==> config.mk <==
export PLATFORM = sky130hd
export DESIGN_NAME = timer_cap
export DESIGN_NICKNAME = d
export VERILOG_FILES = /design/src/rtl/timer_cap.sv
export SDC_FILE = /design/constraint.sdc
export NUM_CORES = 1
export LEC_CHECK = 0
export ABC_AREA = 0
export CORE_AREA = 2 2 110 112
export DETAILED_ROUTE_END_ITERATION = 12
export DIE_AREA = 0 0 112 114
export GPL_ROUTABILITY_DRIVEN = 0
export GPL_TIMING_DRIVEN = 0
export MAX_ROUTING_LAYER = met4
export PLACE_DENSITY = 0.73
export REMOVE_ABC_BUFFERS = 1
export SYNTH_ARGS = -nofsm -noshare
export SYNTH_HDL_FRONTEND = slang
export SYNTH_SLANG_ARGS = --single-unit
==> constraint.sdc <==
create_clock -name clk -period 3.7 [get_ports clk]
set_input_delay 0.925 -clock clk [delete_from_list [all_inputs] [get_ports clk]]
set_output_delay 0.925 -clock clk [all_outputs]
set_load 0.05 [all_outputs]
==> src/rtl/timer_cap.sv <==
// timer_cap: parametrised general-purpose timer with a wrap/one-shot main counter,
// an independent periodic tick prescaler, preload, and an input-capture register
// with a valid/ack handshake and sticky overflow.
module timer_cap #(
    parameter int unsigned WIDTH       = 32,
    parameter int unsigned TICK_PERIOD = 1105919
) (
    input  logic             clk,
    input  logic             rst,
    input  logic             clr,
    input  logic             ena,
    input  logic             mode,
    input  logic             load,
    input  logic [WIDTH-1:0] load_val,
    input  logic             cap_in,
    input  logic             cap_ack,
    output logic [WIDTH-1:0] count,
    output logic             pulse_full,
    output logic             pulse_tick,
    output logic             done,
    output logic [WIDTH-1:0] cap_val,
    output logic             cap_valid,
    output logic             cap_ovf
);

    // Prescaler width is derived from the period; it is not meant to be overridden.
    localparam int unsigned       TICK_W  = $clog2(TICK_PERIOD + 1);
    localparam logic [TICK_W-1:0] TickMax = TICK_W'(TICK_PERIOD);
    localparam logic [WIDTH-1:0]  CntMax  = '1;

    logic [WIDTH-1:0]  count_q, count_d;
    logic              done_q, done_d;
    logic              full_q, full_d;
    logic [TICK_W-1:0] tick_cnt_q, tick_cnt_d;
    logic              tick_q, tick_d;
    logic              cap_d_q;
    logic [WIDTH-1:0]  cap_val_q, cap_val_d;
    logic              cap_valid_q, cap_valid_d;
    logic              cap_ovf_q, cap_ovf_d;
    logic              cap_edge;

    assign cap_edge = cap_in & ~cap_d_q;

    // Main counter next state: clr beats load beats ena.
    always_comb begin
        count_d = count_q;
        done_d  = done_q;
        full_d  = 1'b0;
        if (clr) begin
            count_d = '0;
            done_d  = 1'b0;
        end else if (load) begin
            count_d = load_val;
            done_d  = 1'b0;
        end else if (ena) begin
            if (count_q != CntMax) begin
                count_d = count_q + WIDTH'(1);
            end else if (!mode) begin
                count_d = '0;
                full_d  = 1'b1;
            end else if (!done_q) begin
                // One-shot expiry: hold at MAX and flag once.
                full_d = 1'b1;
                done_d = 1'b1;
            end
        end
    end

    // Tick prescaler next state; independent of count, load and mode.
    always_comb begin
        tick_cnt_d = tick_cnt_q;
        tick_d     = 1'b0;
        if (clr) begin
            tick_cnt_d = '0;
        end else if (ena) begin
            if (tick_cnt_q == TickMax) begin
                tick_cnt_d = '0;
                tick_d     = 1'b1;
            end else begin
                tick_cnt_d = tick_cnt_q + TICK_W'(1);
            end
        end
    end

    // Capture next state; samples the pre-update count and ignores ena.
    always_comb begin
        cap_val_d   = cap_val_q;
        cap_valid_d = cap_valid_q;
        cap_ovf_d   = cap_ovf_q;
        if (clr) begin
            cap_valid_d = 1'b0;
            cap_ovf_d   = 1'b0;
        end else if (cap_edge) begin
            if (!cap_valid_q || cap_ack) begin
                cap_val_d   = count_q;
                cap_valid_d = 1'b1;
            end else begin
                cap_ovf_d = 1'b1;
            end
        end else if (cap_ack) begin
            cap_valid_d = 1'b0;
        end
    end

    // State registers with asynchronous active-high reset.
    always_ff @(posedge clk or posedge rst) begin
        if (rst) begin
            count_q     <= '0;
            done_q      <= 1'b0;
            full_q      <= 1'b0;
            tick_cnt_q  <= '0;
            tick_q      <= 1'b0;
            cap_d_q     <= 1'b0;
            cap_val_q   <= '0;
            cap_valid_q <= 1'b0;
            cap_ovf_q   <= 1'b0;
        end else begin
            count_q     <= count_d;
            done_q      <= done_d;
            full_q      <= full_d;
            tick_cnt_q  <= tick_cnt_d;
            tick_q      <= tick_d;
            // Tracks cap_in even during clr so a held input cannot fake an edge.
            cap_d_q     <= cap_in;
            cap_val_q   <= cap_val_d;
            cap_valid_q <= cap_valid_d;
            cap_ovf_q   <= cap_ovf_d;
        end
    end

    assign count      = count_q;
    assign pulse_full = full_q;
    assign pulse_tick = tick_q;
    assign done       = done_q;
    assign cap_val    = cap_val_q;
    assign cap_valid  = cap_valid_q;
    assign cap_ovf    = cap_ovf_q;

endmodule
==> results by group <==
Logic synthesis
  – Mean Syn Cell Area: 10.06 um^2
  – Compound-Gate Fraction of Synth Area: 0.1465
  – Yosys top cell area share: 0.4891
  – Largest family of logic cells by synthesized area: simple AND/OR/NAND/NOR gates
  – Mux contribution to synthesized area: 0.06772
  – Post-synthesis adder-cell area fraction: 0.005375
  – Mapped Area: 4656 um^2
  – Top_reg_cell synth: dfrtp_1
  – Post-synth top area cell: dfrtp_1
  – Yosys warning count: 0
  – EDFF count, synth: 0
  – FF+latch count, synth: 91
  – Number of distinct library cells after synthesis: 60
  – Register area share after synthesis: 0.4891
  – Top area cells in the synthesized netlist: dfrtp_1 49%, mux2_2 6.8%, nand2_1 3.3%
  – Post-Synthesis Cells: 463
  – Synth Area in Simple Gates: 0.2239
  – XOR/XNOR share of the synthesized area: 0.03198
  – FFs w/ async S/R, synth: 1.000

Routing
  – Routed wire length per instance: between 15 and 20 um
  – Vias per cell: 5.763
  – DR vias: 4115
  – Routed Antenna Nets: 0
  – Starting DRC count in detailed routing: 233
  – Total wire length: roughly 13 mm
  – DRC viols: 0
  – Detailed Routing Iterations Pass 1: 5

Power and ir drop
  – Net Sw Power: 963.9 uW
  – Net Sw Frac: 0.3252
  – Clock share of power: 0.345
  – Pleak: about 0.0026 uW
  – Worst vdd ir: about 350 uV
  – Share of total power in combinational logic: 0.257
  – Cell internal pwr: 2000 uW
  – Pwr Density: approximately 480 nW/um^2
  – Flop pwr share: 0.397

Timing
  – RSZ-0062 raised after global routing: false
  – Final Skew: 10.16 ps
  – Ratio of final minimum period to clock period: 0.9432
  – Final max-slew violation count: 0
  – Maximum clock rate: 0.2865 GHz
  – Final Hold Fails: 0
  – Endpoints failing setup: 0
  – Setup TNS: 0 ps
  – Crit path time final: 3490 ps
  – Slew margin rel.: 0.3221
  – Worst Hold Margin: ~480 ps
  – Least-Margin Pin Slew: 1011 ps

Job
  – Max-cap violations: 0

Worst setup path
  – R2R setup slack: about 400 ps
  – Critical Path End Type: register
  – Crit path kind: in -> reg
  – Critical path peak fanout: 24
  – Worst R2R End: count[17]$_DFFE_PP0P_
  – Critical Path RT: approximately 4000 ps
  – Worst-case reg-to-reg path depth: 7
  – Critical Path AT: between 3000 and 4000 ps
  – Crit Reg-Reg Startpoint: count[0]$_DFFE_PP0P_
  – CP startpoint kind: primary input

Layout
  – Fin area: roughly 6200 um^2
  – # diodes: 0
  – Finished Layout Cells: 714
  – Share of layout cells above drive strength 1: 0.1093
  – Nets: 604
  – Multi-input combinational cell area: 2218 um^2
  – Register area: 2277 um^2
  – Area Overhead vs Synth: 32.95%
  – FILL cells: 1070

Global route
  – Initial antenna violation count: 0
  – First-pass GRT wire length: a little over 20 mm
  – Global route overflow: 0
  – GRT Util Overall: 0.2068
  – Number of global-route vias before repair: 4118
  – Largest net degree at the start of global routing: 72

Clock tree
  – CTS max path bufs: 2
  – Total CTS buffers: 9
  – Clk root buf: clkbuf_16
  – Sinks on Clock Net: between 90 and 100
  – Worst-path clk slew: 70 ps
  – CTS tree: done
  – Worst skew pair latency: around 340 ps
  – Post-CTS setup buffer count: 0
  – H-tree Lvls: 3

Min path
  – Worst Hold Path EP: cap_val[31]$_DFFE_PP0P_
  – Hold_sp: cap_val[31]$_DFFE_PP0P_
  – Hold path depth: 2
  – HP Class: reg -> reg

Die
  – Die area: 12770 um^2
  – Row count: 40
  – Core area: around 12000 um^2
  – Die Y: 114 um
  – Chip Width: 112 um
  – Starting density of the core: 0.3975
  – IO Count: 109

Run status
  – Status: completed

Placed design
  – Dpl cells: about 700
  – DP HPWL: 8.956 mm
  – PortBufs: 108
  – Placed Area: 5849 um^2
## power groups by stage
stage               registers [uW]  logic, uW  clock network [uW]
floorplan                     1500        155                   0
global placement              1190        747                   0
detailed placement            1190        765                   0
CTS                           1180        768                1040
global route                  1190        798                1080
finish                        1180        763                1020
## synthesized netlist by cell type, types with 11 or more instances
library cell  instances
dfrtp_1              91
clkbuf_1             13
mux2_2               28
nand3_1              22
o21ai_0              27
a21oi_1              24
nor3_1               12
nand2_1              41
xor2_1               11
nor4_1               13
nand4_1              13
nor2_1               41
## metrics by stage
stage | worst slack, ps | utilization | power [uW]
finish | 210.0 | 0.5285 | 2964
global route | 16.35 | 0.5285 | 3071
CTS | 74.55 | 0.5281 | 2981
detailed placement | -250.3 | 0.4995 | 1959
global placement | -1030 | 0.4943 | 1935
floorplan | 411.4 | - | 1650
## layer usage
layer | wire length (um) | vias up | share of wire | track usage
met5 | 0 | - | 0 | -
met4 | 334 | 0 | 0.026 | 0.08374
met3 | 761 | 30 | 0.059 | 0.02604
met2 | 6328 | 160 | 0.49 | 0.3426
met1 | 5366 | 2020 | 0.42 | 0.2600
li1 | - | 1905 | - | -
## state kept, by name, indices dropped and copies added (netlist names)
signal,cells
cap_val,32
cap_ovf,1
cap_d_q,1
count,32
tick_cnt_q,21
cap_valid,1
pulse_full,1
done,1
pulse_tick,1
## worst max-delay path, cell delays in order
cell and delay, ps:
clkdlybuf4s50_1 930, nor2_2 500, nand2_1 310, or2_2 560
nor4_1 350, a221o_1 170
## logic make-up (layout without fill, tap and decap cells)
family,Yosys count,in the layout
xor gates and xnor gates,17,17
and+or+nand+nor,191,191
buffers and inverters,31,135
muxes,28,28
DFF,91,91
adders and majority gates,2,2
AOI/OAI and AO/OA,103,103
## layout make-up
type | instances | area share
Clock inverter | 5 | 0.01334
Tap cell | 147 | 0.02971
Multi-Input combinational cell | 341 | 0.3584
Inverter | 9 | 0.005862
Sequential cell | 91 | 0.3679
Timing Repair Buffer | 110 | 0.1839
Clock buffer | 11 | 0.04083
## layout by cell type, fill, tap and decap left out, types with 3 or more instances in the layout
cell type        synthesis  final
clkdlybuf4s50_1          0    107
dfrtp_1                 91     91
nor2_1                  41     40
nand2_1                 41     40
mux2_2                  28     28
o21ai_0                 27     27
a21oi_1                 24     24
nand3_1                 22     22
nor4_1                  13     13
nand4_1                 13     13
nor3_1                  12     12
xor2_1                  11     11
and3_1                   9      9
clkbuf_16                0      9
inv_1                    9      8
a22o_1                   8      8
a221o_1                  8      8
and4_1                   7      7
a21o_1                   6      6
xnor2_1                  6      6
and2_1                   5      5
or3_1                    4      4
o31ai_1                  3      3
nand2b_1                 3      3
o211ai_1                 3      3
o21ai_1                  3      3
a31oi_1                  3      3
a22oi_1                  3      3
nor3b_1                  3      3
o2bb2ai_1                3      3
nand3b_1                 3      3
## what timing repair did
| item | CTS | global route |
|---|---|---|
| setup endpoints to repair | 0 | 17 |
| hold buffers | 0 | 0 |
| resized for setup | 0 | 2 |
## worst max path at each step
stage          startpoint                    end  cells past startpoint
2_1_floorplan         rst      cap_d_q$_DFF_PP0_                      1
3_3_place_gp          rst  count[27]$_DFFE_PP0P_                      2
3_5_place_dp          clr   count[7]$_DFFE_PP0P_                      6
4_1_cts               clr   count[7]$_DFFE_PP0P_                      6
5_1_grt               clr   count[7]$_DFFE_PP0P_                      6
6_report              clr   count[7]$_DFFE_PP0P_                      6
Note: power is estimated with default switching activity, not from simulation.
==> RTL edit: new RTL, config.mk and constraints unchanged <==
`TICK_PERIOD`: 1105919 -> 2211838.
--- a/src/rtl/timer_cap.sv
+++ b/src/rtl/timer_cap.sv
@@ -4,5 +4,5 @@
 module timer_cap #(
     parameter int unsigned WIDTH       = 32,
-    parameter int unsigned TICK_PERIOD = 1105919
+    parameter int unsigned TICK_PERIOD = 2211838
 ) (
     input  logic             clk,
Formal check against the unedited RTL: no difference found for any inputs over 4 cycles, from zero or initial values and one cycle with rst high; that may be too few to reach the edited logic, so the function may still have changed.
==> RTL edit against the original RTL <==
Wire length grew 11%. Global-route usage is 2.0 points higher. Worst setup slack worse by 0.17 ns. Area after synthesis grew 6.3%. Sequential cell count increased by 1. Power fell by 10%. Worst hold slack improved by 0.0013 ns. Cell area increased by 4.5%.
==> RTL edit: results (changes against the original RTL) <==
stage,metric,value,unit,change
outcome,status,"complete, no violations",,unchanged
synth,post-synthesis register bit count,92,,was 91
global_routing,vias in the first global route,4452,,was 4118
global_routing,largest net degree at the start of global routing,49,,was 72
synth,area share of fa/ha/maj cells after synthesis,0.7585,%,was 0.5375%
synth,Post-Synth XOR/XNOR Area,3.186,%,was 3.198%
layout,clk cell area share,4.508,%,was 5.417%
global_routing,met1 usage,27.97,%,was 26.00%
layout,Inverters,18,,was 9
layout,share of layout cells above drive strength 1,9.516,%,was 10.93%
layout,comb_multi_in,382,,was 341
critical_path,worst reg-to-reg setup slack,0.16,ns,was 0.41 ns
global_routing,met3 global-route usage,3.082,%,was 2.604%
place,DP Cell Count,752,,was 698
power,"IR drop worst, VDD",269.9,uV,was 347.0 uV
global_routing,total track usage,22.71,%,was 20.68%
layout,P&R area growth vs syn,30.70,%,was 32.95%
synth,count of cell types in the netlist,63,,was 60
layout,sequential share of cell area,35.60,%,was 36.79%
layout,Buffers excl. clock,113,,was 110
critical_path,RR Endpoint,count[16],,was count[17]
critical_path,"delay-heaviest family, CP",compound AO/OA/AOI/OAI gates,,was simple AND/OR/NAND/NOR gates
layout,fill count,1027,,was 1070
critical_path,Slowest Stage Delay on Critical Path,0.79,ns,was 0.93 ns
power,Sequential Power Share,42.8,%,was 39.7%
route,met1 wire length,5890,um,was 5366 um
layout,area of the multi-input gates,2451,sq um,was 2218 sq um
global_routing,global-route track usage on met2,37.94,%,was 34.26%
synth,Post-synth top cells,"dfrtp_1, nand2_1, nor2_1",,unchanged
layout,clock buf count,10,,was 11
cts,Bufs on Longest Clock Path,2,,unchanged
critical_path,CP endpoint,count[15],,was count[7]
power,Pleak,0.002573,uW,was 0.002580 uW
route,initial drt markers,360,,was 233
power,switching share of power,31.50,%,was 32.52%
layout,Post-Layout Cell Count,767,,was 714
place,Place WS,-0.1427,ns,was -0.2503 ns
timing,Slew headroom,10.85,%,was 32.21%
critical_path,CP Max Fanout,20,,was 24
place,DP HPWL,9947,um,was 8956 um
layout,final net count,659,,was 604
synth,post-synthesis mux area share,5.664,%,was 6.772%
critical_path,R2R cell count,5,,was 7
global_routing,first-pass GRT wire length,22600,um,was 20690 um
critical_path,Worst Path Arrival,3.90,ns,was 3.77 ns
==> RTL edit: cell count changes in the layout (fill, tap and decap cells not counted), moves of 5 or more <==
cell / unedited run / this run
nand2_1: 40 / 65
a21o_1: 6 / 1
a21oi_1: 24 / 10
o211ai_1: 3 / 11
nand4_1: 13 / 26
o31ai_1: 3 / 11
inv_1: 8 / 16
nand3_1: 22 / 32
a32oi_1: 0 / 5
a31oi_1: 3 / 8
a21boi_0: 0 / 5
o21ai_0: 27 / 16
==> RTL edit: worst min-delay path by stage <==
| stage | start | slack [ns] | to | cells past startpoint |
|---|---|---|---|---|
| after floorplan | tick_cnt_q[16] | 0.50 | tick_cnt_q[16] | 2 |
| after global placement | cap_val[14] | 0.46 | cap_val[14] | 2 |
| after detailed placement | cap_val[15] | 0.47 | cap_val[15] | 2 |
| after CTS | cap_val[15] | 0.48 | cap_val[15] | 2 |
| after global routing | cap_val[25] | 0.51 | cap_val[25] | 2 |
| final | cap_val[15] | 0.48 | cap_val[15] | 2 |
